[src/rtl/flash_arb_pkg.sv]
`default_nettype none
// ============================================================================
// Package  : flash_arb_pkg
// Brief    : Shared state encoding and requester indices for the flash arbiter
// Revision : 1.0
// ============================================================================
package flash_arb_pkg;

  typedef enum logic [1:0] {
    IDLE = 2'd0,
    BUSY = 2'd1,
    GAP  = 2'd2
  } arb_state_e;

  localparam logic REQ_LOADER = 1'b0;
  localparam logic REQ_AUX    = 1'b1;

endpackage
`default_nettype wire

[src/rtl/rr_pick2.sv]
`default_nettype none
// ============================================================================
// Module   : rr_pick2
// Brief    : Combinational two-way round-robin picker
// Revision : 1.0
// ============================================================================
module rr_pick2 (
  input  logic [1:0] valid,
  input  logic       last,
  output logic       gnt,
  output logic       any
);

  // On a tie the requester that was not served last goes next
  always_comb begin
    any = |valid;
    if (valid == 2'b11) begin
      gnt = ~last;
    end else begin
      gnt = valid[1];
    end
  end

endmodule
`default_nettype wire

[src/rtl/flash_read_arbiter.sv]
`default_nettype none
// ============================================================================
// Module   : flash_read_arbiter
// Brief    : Shares one SPI-flash word reader between two requesters
// Revision : 1.0
// ============================================================================
module flash_read_arbiter
  import flash_arb_pkg::*;
#(
  parameter int ADDR_W     = 24,
  parameter int DATA_W     = 32,
  parameter int GAP_CYCLES = 2,
  parameter int TIMEOUT_W  = 16
) (
  input  logic              clk,
  input  logic              reset,
  input  logic [1:0]        req_valid,
  input  logic [ADDR_W-1:0] req_addr0,
  input  logic [ADDR_W-1:0] req_addr1,
  output logic [1:0]        req_ready,
  output logic [1:0]        req_err,
  output logic [DATA_W-1:0] req_rdata,
  output logic              mem_valid,
  output logic [ADDR_W-1:0] mem_addr,
  input  logic              mem_ready,
  input  logic [DATA_W-1:0] mem_rdata,
  output logic              mem_reset,
  output logic              busy,
  output logic              grant_id
);

  localparam int GAP_W      = $clog2(GAP_CYCLES + 2);
  localparam int GAP_LOAD_I = (GAP_CYCLES > 0) ? GAP_CYCLES - 1 : 0;
  localparam logic [GAP_W-1:0] GAP_LOAD = GAP_LOAD_I[GAP_W-1:0];

  arb_state_e          state_q, state_d;
  logic                mem_valid_q, mem_valid_d;
  logic [ADDR_W-1:0]   mem_addr_q, mem_addr_d;
  logic                mem_reset_q, mem_reset_d;
  logic [1:0]          req_ready_q, req_ready_d;
  logic [1:0]          req_err_q, req_err_d;
  logic [DATA_W-1:0]   req_rdata_q, req_rdata_d;
  logic                grant_q, grant_d;
  logic                prio_q, prio_d;
  logic [TIMEOUT_W-1:0] wd_q, wd_d;
  logic [TIMEOUT_W-1:0] wd_inc;
  logic [GAP_W-1:0]    gap_q, gap_d;
  logic [1:0]          pick_valid;
  logic [1:0]          grant_onehot;
  logic                pick_gnt;
  logic                pick_any;

  // A requester being acknowledged this cycle still shows valid; keep it out
  assign pick_valid = req_valid & ~req_ready_q;

  rr_pick2 u_pick (
    .valid (pick_valid),
    .last  (~prio_q),
    .gnt   (pick_gnt),
    .any   (pick_any)
  );

  assign grant_onehot = (grant_q == REQ_AUX) ? 2'b10 : 2'b01;

  always_comb begin
    state_d     = state_q;
    mem_valid_d = mem_valid_q;
    mem_addr_d  = mem_addr_q;
    mem_reset_d = 1'b0;
    req_ready_d = 2'b00;
    req_err_d   = 2'b00;
    req_rdata_d = req_rdata_q;
    grant_d     = grant_q;
    prio_d      = prio_q;
    wd_d        = wd_q;
    gap_d       = gap_q;
    wd_inc      = wd_q + TIMEOUT_W'(1);
    case (state_q)
      IDLE: begin
        if (pick_any) begin
          state_d     = BUSY;
          mem_valid_d = 1'b1;
          mem_addr_d  = (pick_gnt == REQ_AUX) ? req_addr1 : req_addr0;
          grant_d     = pick_gnt;
          wd_d        = '0;
        end
      end
      BUSY: begin
        if (mem_ready) begin
          mem_valid_d = 1'b0;
          req_ready_d = grant_onehot;
          req_rdata_d = mem_rdata;
          prio_d      = ~grant_q;
          gap_d       = GAP_LOAD;
          state_d     = (GAP_CYCLES > 0) ? GAP : IDLE;
        end else if (&wd_inc) begin
          // Stalled reader: abort, reset it and always leave at least one recovery cycle
          mem_valid_d = 1'b0;
          mem_reset_d = 1'b1;
          req_ready_d = grant_onehot;
          req_err_d   = grant_onehot;
          req_rdata_d = '0;
          prio_d      = ~grant_q;
          gap_d       = GAP_LOAD;
          state_d     = GAP;
        end else begin
          wd_d = wd_inc;
        end
      end
      GAP: begin
        if (gap_q == '0) begin
          state_d = IDLE;
        end else begin
          gap_d = gap_q - GAP_W'(1);
        end
      end
      default: state_d = IDLE;
    endcase
  end

  always_ff @(posedge clk or posedge reset) begin
    if (reset) begin
      state_q     <= IDLE;
      mem_valid_q <= 1'b0;
      mem_addr_q  <= '0;
      mem_reset_q <= 1'b0;
      req_ready_q <= 2'b00;
      req_err_q   <= 2'b00;
      req_rdata_q <= '0;
      grant_q     <= 1'b0;
      prio_q      <= 1'b0;
      wd_q        <= '0;
      gap_q       <= '0;
    end else begin
      state_q     <= state_d;
      mem_valid_q <= mem_valid_d;
      mem_addr_q  <= mem_addr_d;
      mem_reset_q <= mem_reset_d;
      req_ready_q <= req_ready_d;
      req_err_q   <= req_err_d;
      req_rdata_q <= req_rdata_d;
      grant_q     <= grant_d;
      prio_q      <= prio_d;
      wd_q        <= wd_d;
      gap_q       <= gap_d;
    end
  end

  assign req_ready = req_ready_q;
  assign req_err   = req_err_q;
  assign req_rdata = req_rdata_q;
  assign mem_valid = mem_valid_q;
  assign mem_addr  = mem_addr_q;
  assign mem_reset = mem_reset_q;
  assign busy      = (state_q != IDLE);
  assign grant_id  = grant_q;

endmodule
`default_nettype wire
[config.mk]
export PLATFORM = sky130hd
export DESIGN_NAME = flash_read_arbiter
export DESIGN_NICKNAME = d
export VERILOG_FILES = /design/src/rtl/flash_arb_pkg.sv /design/src/rtl/rr_pick2.sv /design/src/rtl/flash_read_arbiter.sv
export SDC_FILE = /design/constraint.sdc
export NUM_CORES = 1
export LEC_CHECK = 0
export BUFFER_PORTS_ARGS = -buffer_cell sky130_fd_sc_hd__buf_4
export CAP_MARGIN = 20
export CORE_MARGIN = 4
export CORE_UTILIZATION = 50
export CTS_BUF_LIST = sky130_fd_sc_hd__clkbuf_2
export DETAILED_ROUTE_END_ITERATION = 16
export GPL_TIMING_DRIVEN = 0
export PLACE_DENSITY = 0.82
export SYNTH_ARGS = -nofsm -noshare
export SYNTH_HDL_FRONTEND = slang
export SYNTH_HIERARCHICAL = 1
export SYNTH_SLANG_ARGS = --single-unit
[constraint.sdc]
create_clock -name clk -period 3.4 [get_ports clk]
set_input_delay 0.34 -clock clk [delete_from_list [all_inputs] [get_ports clk]]
set_output_delay 0.34 -clock clk [all_outputs]
set_load 0.01 [all_outputs]
==> impl_metrics.csv, run 1 <==
group,metric,value,unit
status,status,"finished clean",
setup_path,rr_startpoint,"wd_q[1]$_DFFE_PP0P_",
timing,rsz0062_at_grt,"no",
synth,synthArstFlopShare,100,%
global_route,gr-usage-all-layers,24.1,%
setup_path,critical_path_buf_inv_count,1,
timing,worst_pin_slew,0.721,ns
floorplan,die_w,95.2,um
setup_path,critPathLaunchType,"register",
setup_path,arrival,3.29,ns
pwr,p_leak,2.72,nW
finish,final_core_util,74.3,%
route,drcViolationCount,0,
cts,cts_hold_buf,19,
floorplan,start_util,51.8,%
global_route,grt_overflow,0,
cts,clock_path_buffers,2,
timing,drv_slew,0,
synth,ys_types,46,
finish,final_nets,629,
setup_path,critPathSlowestCell,"dfrtp_1",
setup_path,max_stage_delay,0.50,ns
run,drv_cap,0,
cts,cts_resized,0,
finish,final_cell_mix,"buf_4 (150), dfrtp_1 (84), nand2_1 (38)",
synth,yosysSeqAreaShare,55.3,%
route,drt_first_iter_violations,183,
pwr,p_int,0.00242,W
placed_design,port-buffer-count,148,
pwr,seqPwrFrac,41.2,%
timing,finalHoldViolCount,0,
timing,setup_viol_count_final,0,
min_path,hp-start,"mem_rdata[25]",
pwr,p_comb_share,45.1,%
finish,drive_above_1_share,32.1,%
setup_path,worst-setup-path-type,"reg -> reg",
global_route,antenna_found_initial,0,
pwr,p_sw_share,38.9,%
global_route,grt_pass1_vias,3480,
cts,clk_latency,0.54,ns
synth,synth.avg_cell_area,10.7,sq um
synth,syn_area,3800,sq um
synth,ys.flop_type,"dfrtp_1",
global_route,grt_max_degree,44,
finish,fin_area,5450,sq um
timing,period_share,83.4,%
setup_path,crit_path_start,"wd_q[1]$_DFFE_PP0P_",
finish,fillers,506,
floorplan,core_area,7330,sq um
pwr,power_density,727,nW/um^2
placed_design,gp_congestion,0.911,
finish,final_common_cell,"buf_4",
cts,cts_made_buffers,9,
route,viasPerCell,5.55,
floorplan,io_pins,149,
route,drt_pre_antenna_iters,4,
synth,netlist_instances,354,
synth,synth_edf_count,0,
timing,skew,0.0353,ns
setup_path,worst_ep_required_time,3.85,ns
floorplan,die_height,95.2,um
cts,path_clk_slew,0.26,ns
cts,h-tree-depth,3,
synth,syn_nets,442,
timing,fmax,353,MHz
setup_path,crit_family,"compound AO/OA/AOI/OAI gates",
cts,post-cts-setup-buffers,0,
floorplan,die-area,9060,sq um
route,routedWlPerCell,17.4,um
placed_design,dp_hpwl,8000,um
finish,area_delta_synth_final,43.3,%
cts,cts.sink_count,84,
route,vias,3577,
pwr,peakVddDrop,0.000423,V
min_path,hold_path.class,"in -> reg",
timing,relSlewSlack,51.9,%
cts,cts_tree,"done",
cts,cts-root-buf,"clkbuf_2",
synth,synth-warning-count,6,
timing,holdWs,0.0248,ns
global_route,grt_pass1_wl,17000,um
finish,diodes,0,
synth,synth-seq-cells,84,
setup_path,worstPathCellList,"ha_1 > nand3_1 > or3_1 > a2111o_1 > a211oi_2 > o21ai_1 > clkbuf_1 > a22o_1",
timing,fin_crit,2.84,ns
pwr,finalPower,0.00396,W
route,drt_wl_total,11200,um
setup_path,path_max_fanout,10,
timing,tns,0,ns
route,ant_nets,0,
setup_path,reg2reg_setup_slack,0.56,ns
pwr,clockPowerShare,13.7,%
pwr,power_switching,0.00154,W
placed_design,placed_area,5060,sq um
floorplan,rows,31,
setup_path,worstSetupEndpointType,"register",
power groups by stage:
stage	Combinational [W]	Clock [W]	Sequential, W
after floorplan	0.000732	0	0.00176
after global placement	0.00171	0	0.00162
after detailed placement	0.00175	0	0.00164
after CTS	0.00178	0.000548	0.00162
after global routing	0.00195	0.000592	0.00168
final	0.00179	0.000543	0.00163
path summary, 6_finish.rpt:
path,depth (start not counted),end
max in group asynchronous,4,wd_q[10]$_DFFE_PP0P_
worst max-delay path,8,req_rdata[16]$_DFFE_PP0P_
min in group asynchronous,3,req_rdata[24]$_DFFE_PP0P_
worst max register to register,8,req_rdata[16]$_DFFE_PP0P_
worst min register to register,2,mem_addr[7]$_DFFE_PP0P_
worst min-delay path,2,req_rdata[25]$_DFFE_PP0P_
sequential cells by signal, indices dropped and copies added, names as in the netlist:
name and count:
req_rdata 32, mem_addr 24, wd_q 16, gap_q 2, req_err 2, req_ready 2, state_q 2, grant_id 1
mem_reset 1, mem_valid 1, prio_q 1
cells in the mapped netlist, types with 2 or more instances:
master / number / area (sq um)
a2111o_1: 2 / 22.5
a211o_1: 8 / 70.1
a21oi_1: 8 / 40.0
a22o_1: 34 / 298
and2_1: 2 / 12.5
and3_1: 5 / 31.3
buf_1: 2 / 7.51
buf_4: 2 / 15.0
clkbuf_1: 15 / 56.3
dfrtp_1: 84 / 2100
ha_1: 3 / 37.5
inv_1: 8 / 30.0
mux2i_1: 26 / 260
nand2_1: 38 / 143
nand2b_1: 6 / 37.5
nand3_1: 15 / 75.1
nand4_1: 3 / 18.8
nor2_1: 14 / 52.6
nor2b_1: 2 / 12.5
nor3_1: 10 / 50.1
nor4_1: 4 / 25.0
o21ai_0: 29 / 145
o21ai_1: 4 / 20.0
o2bb2ai_1: 2 / 17.5
o31ai_1: 4 / 30.0
or2_1: 3 / 18.8
or3_1: 2 / 12.5
logic make-up after synthesis:
group                    share of synthesized area (%)
AND/OR/NAND/NOR                                   14.0
AO/OA/AOI/OAI                                     19.2
flip-flops                                        55.3
buffers and inverters                             3.39
multiplexers                                      6.85
adder cells (fa/ha/maj)                          0.988
XOR/XNOR                                         0.231
layout make-up:
class / count / area [sq um] / area share [%]
Sequential cell: 84 / 2100 / 38.6
Clock inverter: 7 / 73.8 / 1.36
Timing Repair Buffer: 176 / 1400 / 25.7
Inverter: 9 / 36.3 / 0.666
Multi-Input combinational cell: 240 / 1570 / 28.8
Tap cell: 99 / 124 / 2.27
Clock buffer: 9 / 45.0 / 0.827
Buffer: 21 / 95.1 / 1.75
routing by layer:
layer / part of all wire (%) / global-route usage (%)
met1: 39 / 30.8
met2: 50 / 40.5
met3: 8.1 / 5.45
met4: 2.7 / 8.29
met5: 0 / 0
metrics by stage:
| stage | instances | setup WS (ns) |
|---|---|---|
| global placement | 601 | -0.0512 |
| detailed placement | 602 | 0.637 |
| CTS | 637 | 0.622 |
| finish | 645 | 0.563 |
| floorplan | 354 | 0.895 |
| global route | 645 | 0.369 |
Power figures use the tool's default switching activity.
==> run 2, diff against run 1 <==
- ABC_AREA: unset -> 1
- CORE_UTILIZATION: 50 -> 47
- PLACE_DENSITY: 0.82 -> 0.79
- clock period: 3.4 -> 2.6 ns (I/O delays scaled with it)
==> run 2 against run 1 <==
  * Total power grew 46%
  * Non-clock buffer count grew 61
  * Register-to-register slack lost 0.43 ns
  * Critical path depth is the same
  * Fmax grew 15%
  * Combinational power grew 66%
  * Clock-buffer cell count is the same
  * Die area grew 17%
  * Critical path type unchanged
==> impl_metrics.csv, run 2 <==
group,metric,value,unit
timing,fin_crit,2.47,ns
route,drt_first_iter_violations,253,
synth,synth-adder-area-share,0.888,%
finish,diodes,0,
setup_path,critPathLaunchType,"register",
synth,synth-seq-cells,84,
route,viasPerCell,5.28,
synth,netlist_instances,527,
finish,area_delta_synth_final,52.0,%
setup_path,worst_ep_required_time,3.08,ns
floorplan,core_area,8720,sq um
route,drt_wl_total,14200,um
synth,synth_xor_area_share,0.207,%
cts,clock_path_buffers,2,
finish,drive_above_1_share,28.1,%
synth,synthArstFlopShare,100,%
floorplan,io_pins,149,
setup_path,rr_startpoint,"req_ready[1]$_DFF_PP0_",
finish,final_cell_mix,"nand2_1 (197), buf_4 (150), dfrtp_1 (84)",
synth,synth.top_cells.by_count,"nand2_1 (197), dfrtp_1 (84), nor2_1 (47)",
timing,skew,0.0422,ns
timing,rsz0062_at_grt,"no",
timing,finalHoldViolCount,0,
global_route,gr-usage-all-layers,27.5,%
cts,h-tree-depth,3,
synth,synth.avg_cell_area,8.02,sq um
timing,relSlewSlack,64.2,%
placed_design,port-buffer-count,148,
setup_path,cp_common_cell,"clkbuf_1",
min_path,hold_path.class,"in -> async",
setup_path,worstPathCellList,"nor2_1 > inv_1 > a21oi_1 > clkbuf_1 > clkbuf_1 > nand2_1 > a31oi_1 > dlygate4sd3_1",
cts,cts.sink_count,84,
setup_path,critical_path_buf_inv_count,4,
cts,clk_latency,0.55,ns
finish,final_common_cell,"nand2_1",
placed_design,dp_hpwl,8970,um
timing,holdWs,0.203,ns
route,drcViolationCount,0,
timing,fmax,405,MHz
floorplan,rows,34,
synth,yosysTopAreaCellShare,49.7,%
route,vias,4648,
global_route,grt_max_degree,58,
cts,cts_made_buffers,9,
synth,syn_nets,615,
pwr,peakVddDrop,0.000656,V
global_route,antenna_found_initial,0,
synth,synth_edf_count,0,
setup_path,worst-setup-path-type,"reg -> reg",
floorplan,die_w,103,um
synth,synth-warning-count,6,
setup_path,crit_path_start,"req_ready[1]$_DFF_PP0_",
timing,drv_slew,0,
synth,ys_types,28,
synth,synth_compound_area_share,4.88,%
pwr,p_leak,3.28,nW
synth,syn_area,4230,sq um
timing,period_share,95.0,%
setup_path,arrival,2.95,ns
synth,yosysSeqAreaShare,49.7,%
route,drt_pre_antenna_iters,5,
timing,worst_pin_slew,0.537,ns
timing,setup_viol_count_final,0,
finish,largest_register_ffs,32,
placed_design,gp_congestion,0.930,
cts,post-cts-setup-buffers,0,
route,ant_nets,0,
synth,synth_top_family_by_area,"simple AND/OR/NAND/NOR gates",
floorplan,start_util,48.5,%
cts,path_clk_slew,0.26,ns
route,routedWlPerCell,16.2,um
placed_design,place_worst_setup_slack,0.456,ns
setup_path,critPathSlowestCell,"dlygate4sd3_1",
synth,synth_simple_gate_area_share,37.7,%
cts,cts_tree,"done",
synth,synth_mux_area_share,0,%
synth,synth_top_cell_by_area,"dfrtp_1",
global_route,grt_overflow,0,
global_route,grt_pass1_vias,4750,
setup_path,crit_family,"buffers and inverters",
floorplan,die_height,103,um
timing,tns,0,ns
global_route,grt_pass1_wl,22500,um
synth,yosysMostFrequentCell,"nand2_1",
setup_path,max_stage_delay,0.60,ns
pwr,power_density,898,nW/um^2
cts,cts-root-buf,"clkbuf_2",
synth,synth_area_leaders,"dfrtp_1 (50%), nand2_1 (17%), nand3_2 (5.0%), nand3_1 (4.6%), nor2_1 (4.2%)",
finish,final_core_util,73.7,%
floorplan,die-area,10600,sq um
run,drv_cap,0,
status,status,"finished clean",
synth,ys.flop_type,"dfrtp_1",
setup_path,worstSetupEndpointType,"register",
timing,fin_ws,0.129,ns
finish,final_nets,857,
setup_path,path_max_fanout,10,
==> run 2: cell count changes after synthesis, moves of 7 or more <==
cell / change
nand4_1: +12
a31oi_1: +23
nor2_2: +7
nand3_1: +24
a22o_1: -34
o21ai_0: -23
nand2_1: +159
nand3_2: +21
inv_1: +27
nor3_1: -10
nor2_1: +33
mux2i_1: -26
a211o_1: -8
==> run 2: cell families (layout without fill, tap and decap cells) <==
kind of cell,count (synthesis),count (layout)
and+or+nand+nor,342,342
DFF,84,84
buffers and inverters,64,309
AOI/OAI and AO/OA,33,33
adders and majority gates,3,3
xor gates and xnor gates,1,1
==> run 2: layout make-up <==
cell class                      count  area (sq um)
Clock buffer                        9          45.0
Clock inverter                      5          52.6
Sequential cell                    84          2100
Tap cell                          108           135
Inverter                           37           141
Buffer                             27           141
Multi-Input combinational cell    379          1850
Timing Repair Buffer              231          1960
Fill cell                         588          2300
==> run 2: final timing paths <==
path                                             to  slack (ns)  cells past startpoint
min in group clk           req_rdata[7]$_DFFE_PP0P_        0.43                      4
max                         mem_addr[6]$_DFFE_PP0P_        0.13                      8
min                        mem_addr[15]$_DFFE_PP0P_        0.20                      3
min reg2reg                    req_err[0]$_DFF_PP0_        0.51                      1
max reg2reg                 mem_addr[6]$_DFFE_PP0P_        0.13                      8
max in group asynchronous      gap_q[1]$_DFFE_PP0P_        1.75                      4
==> run 2: worst min-delay path: cells and delay by family <==
family / cells / cell delay [ns]
buffers and inverters: 3 / 0.96
==> run 2: layer usage <==
layer,global-route usage (%),up-vias,part of all wire (%)
met2,46.7,223,51
met1,31.1,2195,36
met5,0,-,0
met4,15.4,0,5.0
li1,-,2171,-
met3,7.85,59,8.0
==> run 2: timing repair <==
item / 4_1_cts / 5_1_grt
hold buffers: 81 / 1
gates resized for setup: 0 / 2
hold endpoints to repair: 83 / 1
setup endpoints to repair: 0 / 11
==> run 2: metrics by stage <==
step | instance area [sq um] | total power, W | cells
after global placement | 5470 | 0.00448 | 783
after global routing | 6420 | 0.00614 | 880
after CTS | 6410 | 0.00565 | 879
after floorplan | 4230 | 0.00338 | 527
after detailed placement | 5500 | 0.00458 | 784
final | 6420 | 0.00577 | 880
==> run 2: power by group <==
part           internal, W  switching (W)  total [W]
Combinational      0.00145        0.00152    0.00297
Sequential         0.00179       0.000344    0.00214
Clock             0.000209       0.000450   0.000659
Total              0.00346        0.00231    0.00577
==> run 3, diff against run 2 <==
- ABC_AREA: 1 -> unset
- CORE_UTILIZATION: 47 -> 45
- PLACE_DENSITY: 0.79 -> 0.78
==> run 3 against run 2 <==
  * Critical path depth unchanged
  * Largest cell class unchanged
  * Clock power increased by 34%
  * Sequential share of layout area up 4.4 points
  * Critical endpoint is now req_rdata[14]$_DFFE_PP0P_
  * Clock-buffer cell count grew 1
  * Global-route usage shrank 4.3 points
  * Die area shrank 5.7%
  * Setup slack got worse by 0.039 ns
  * Final area fell by 11%
==> impl_metrics.csv, run 3 (synthesis results as in run 1) <==
group,metric,value,unit
cts,path_clk_slew,0.24,ns
cts,cts_tree,"done",
floorplan,die_w,99.9,um
global_route,grt_overflow,0,
timing,skew,0.0249,ns
route,met1_length,4520,um
min_path,hold_path.class,"in -> reg",
setup_path,worst_ep_required_time,3.05,ns
placed_design,dp_hpwl,7990,um
finish,fin_cells,665,
placed_design,dp.cells,608,
setup_path,worst-setup-path-type,"reg -> reg",
timing,drv_slew,0,
finish,final_nets,643,
global_route,antenna_found_initial,0,
placed_design,place_worst_setup_slack,-0.0798,ns
route,drt_first_iter_violations,205,
setup_path,rr_startpoint,"wd_q[7]$_DFFE_PP0P_",
setup_path,ff2ff_path_depth,8,
timing,relSlewSlack,51.0,%
cts,clk_latency,0.53,ns
finish,largest_register_ffs,32,
placed_design,port-buffer-count,148,
finish,area_delta_synth_final,49.7,%
min_path,hp-start,"req_addr0[23]",
placed_design,gp_congestion,0.900,
cts,h-tree-depth,3,
setup_path,path_max_fanout,10,
cts,cts-root-buf,"clkbuf_2",
cts,cts_made_buffers,9,
global_route,grt_pass1_wl,18400,um
run,drv_cap,0,
pwr,peakVddDrop,0.000597,V
route,drt_wl_total,11700,um
floorplan,die_height,99.9,um
setup_path,critPathLaunchType,"register",
min_path,hold_depth,3,
timing,tns,0,ns
timing,finalHoldViolCount,0,
setup_path,crit_cells,8,
finish,regArea,2110,sq um
route,highest_layer,"met4",
setup_path,max_stage_delay,0.54,ns
setup_path,arrival,2.96,ns
route,vias,3686,
min_path,worstHoldEndpoint,"mem_addr[23]$_DFFE_PP0P_",
route,ant_nets,0,
placed_design,placed_area,5070,sq um
setup_path,regToRegEndpoint,"req_rdata[14]$_DFFE_PP0P_",
route,drcViolationCount,0,
global_route,grt_max_degree,73,
finish,fillers,592,
setup_path,worstSetupEndpointType,"register",
setup_path,critPathSlowestCell,"or4_4",
cts,cts.sink_count,84,
finish,multi_input_area,1600,sq um
route,wl_met2,6050,um
finish,final_cell_mix,"buf_4 (156), dfrtp_1 (78), nand2_1 (38)",
timing,fmax,398,MHz
floorplan,io_pins,149,
timing,setup_viol_count_final,0,
finish,diodes,0,
global_route,gr-usage-all-layers,23.2,%
timing,period_share,96.5,%
floorplan,die-area,9980,sq um
status,status,"finished clean",
finish,final_common_cell,"buf_4",
timing,fin_crit,2.51,ns
cts,clock_path_buffers,2,
setup_path,reg2reg_setup_slack,0.09,ns
timing,fin_ws,0.0905,ns
finish,fin_area,5690,sq um
setup_path,crit_family,"compound AO/OA/AOI/OAI gates",
route,viasPerCell,5.54,
route,met3_length,772,um
setup_path,critical_path_buf_inv_count,2,
global_route,grt_pass1_vias,3790,
timing,worst_pin_slew,0.735,ns
pwr,p_leak,2.81,nW
setup_path,worstPathCellList,"clkbuf_2 > nand3_1 > or4_4 > o22a_1 > a211oi_2 > o21ai_1 > clkbuf_1 > a22o_1",
route,routedWlPerCell,17.6,um
route,drt_pre_antenna_iters,4,
finish,drive_above_1_share,34.6,%
pwr,power_density,956,nW/um^2
floorplan,core_area,8220,sq um
floorplan,start_util,46.2,%
floorplan,rows,33,
-- run 3: cell types whose count changed in the layout (fill, tap and decap cells not counted), sizes merged, moves of 6 or more --
| cell | before | now |
|---|---|---|
| mux2i | 0 | 26 |
| a21oi | 3 | 9 |
| nand4 | 16 | 3 |
| nand2 | 203 | 38 |
| a31oi | 24 | 1 |
| nor2 | 55 | 14 |
| nor3 | 1 | 10 |
| nand2b | 0 | 6 |
| a211o | 0 | 8 |
| a22o | 0 | 34 |
| nand3 | 60 | 15 |
| dlygate4sd3 | 82 | 35 |
| o21ai | 6 | 33 |
| inv | 38 | 10 |
-- run 3: final cells by class --
class	count	area share [%]
buffer	20	1.65
clock buffer	10	0.880
clock inverter	6	1.94
inverter	9	0.638
multi-input combinational	240	28.2
sequential	84	37.1
tap	105	2.31
timing repair buffer	191	27.3
-- run 3: repair_timing --
item                                    4_1_cts  5_1_grt
endpoints found under the setup margin       40       44
pin swaps                                     0        2
buffers inserted                              2        5
endpoints found under the hold margin       117        0
hold buffers                                 35        0
gates resized for setup                       3       13
-- run 3: power by group --
| part | switching (W) | total (W) | internal [W] |
|---|---|---|---|
| sequential | 0.000338 | 0.00214 | 0.00180 |
| combinational | 0.00123 | 0.00242 | 0.00118 |
| clock | 0.000464 | 0.000882 | 0.000419 |
-- run 3: metrics by stage --
step                total power, W  util, %  hold slack [ns]
finish                     0.00544     69.2           0.0163
global route               0.00577     69.2          -0.0213
CTS                        0.00538     68.2         0.000779
detailed placement         0.00445     61.7            0.197
global placement           0.00435     61.4            0.466
floorplan                  0.00326        -            0.400
-- run 3: how the worst max path moves through the flow --
stage,from,to,slack [ns]
finish,wd_q[7]$_DFFE_PP0P_,req_rdata[14]$_DFFE_PP0P_,0.09
global route,wd_q[0]$_DFFE_PP0P_,req_rdata[14]$_DFFE_PP0P_,-0.03
CTS,wd_q[2]$_DFFE_PP0P_,req_rdata[6]$_DFFE_PP0P_,0.02
detailed placement,wd_q[1]$_DFFE_PP0P_,req_rdata[7]$_DFFE_PP0P_,-0.08
global placement,reset,mem_reset$_DFF_PP0_,-0.77
floorplan,reset,gap_q[0]$_DFFE_PP0P_,0.17
-- run 3: worst min-delay path: stages --
cell and delay [ns]:
buf_4 0.08, mux2i_1 0.05, o21ai_0 0.13
-- run 3: per-layer routing --
metal | vias to the layer above | global-route usage, %
met4 | 0 | 11.3
li1 | 1700 | -
met1 | 1788 | 27.8
met2 | 164 | 40.7
met3 | 34 | 3.54
met5 | - | 0
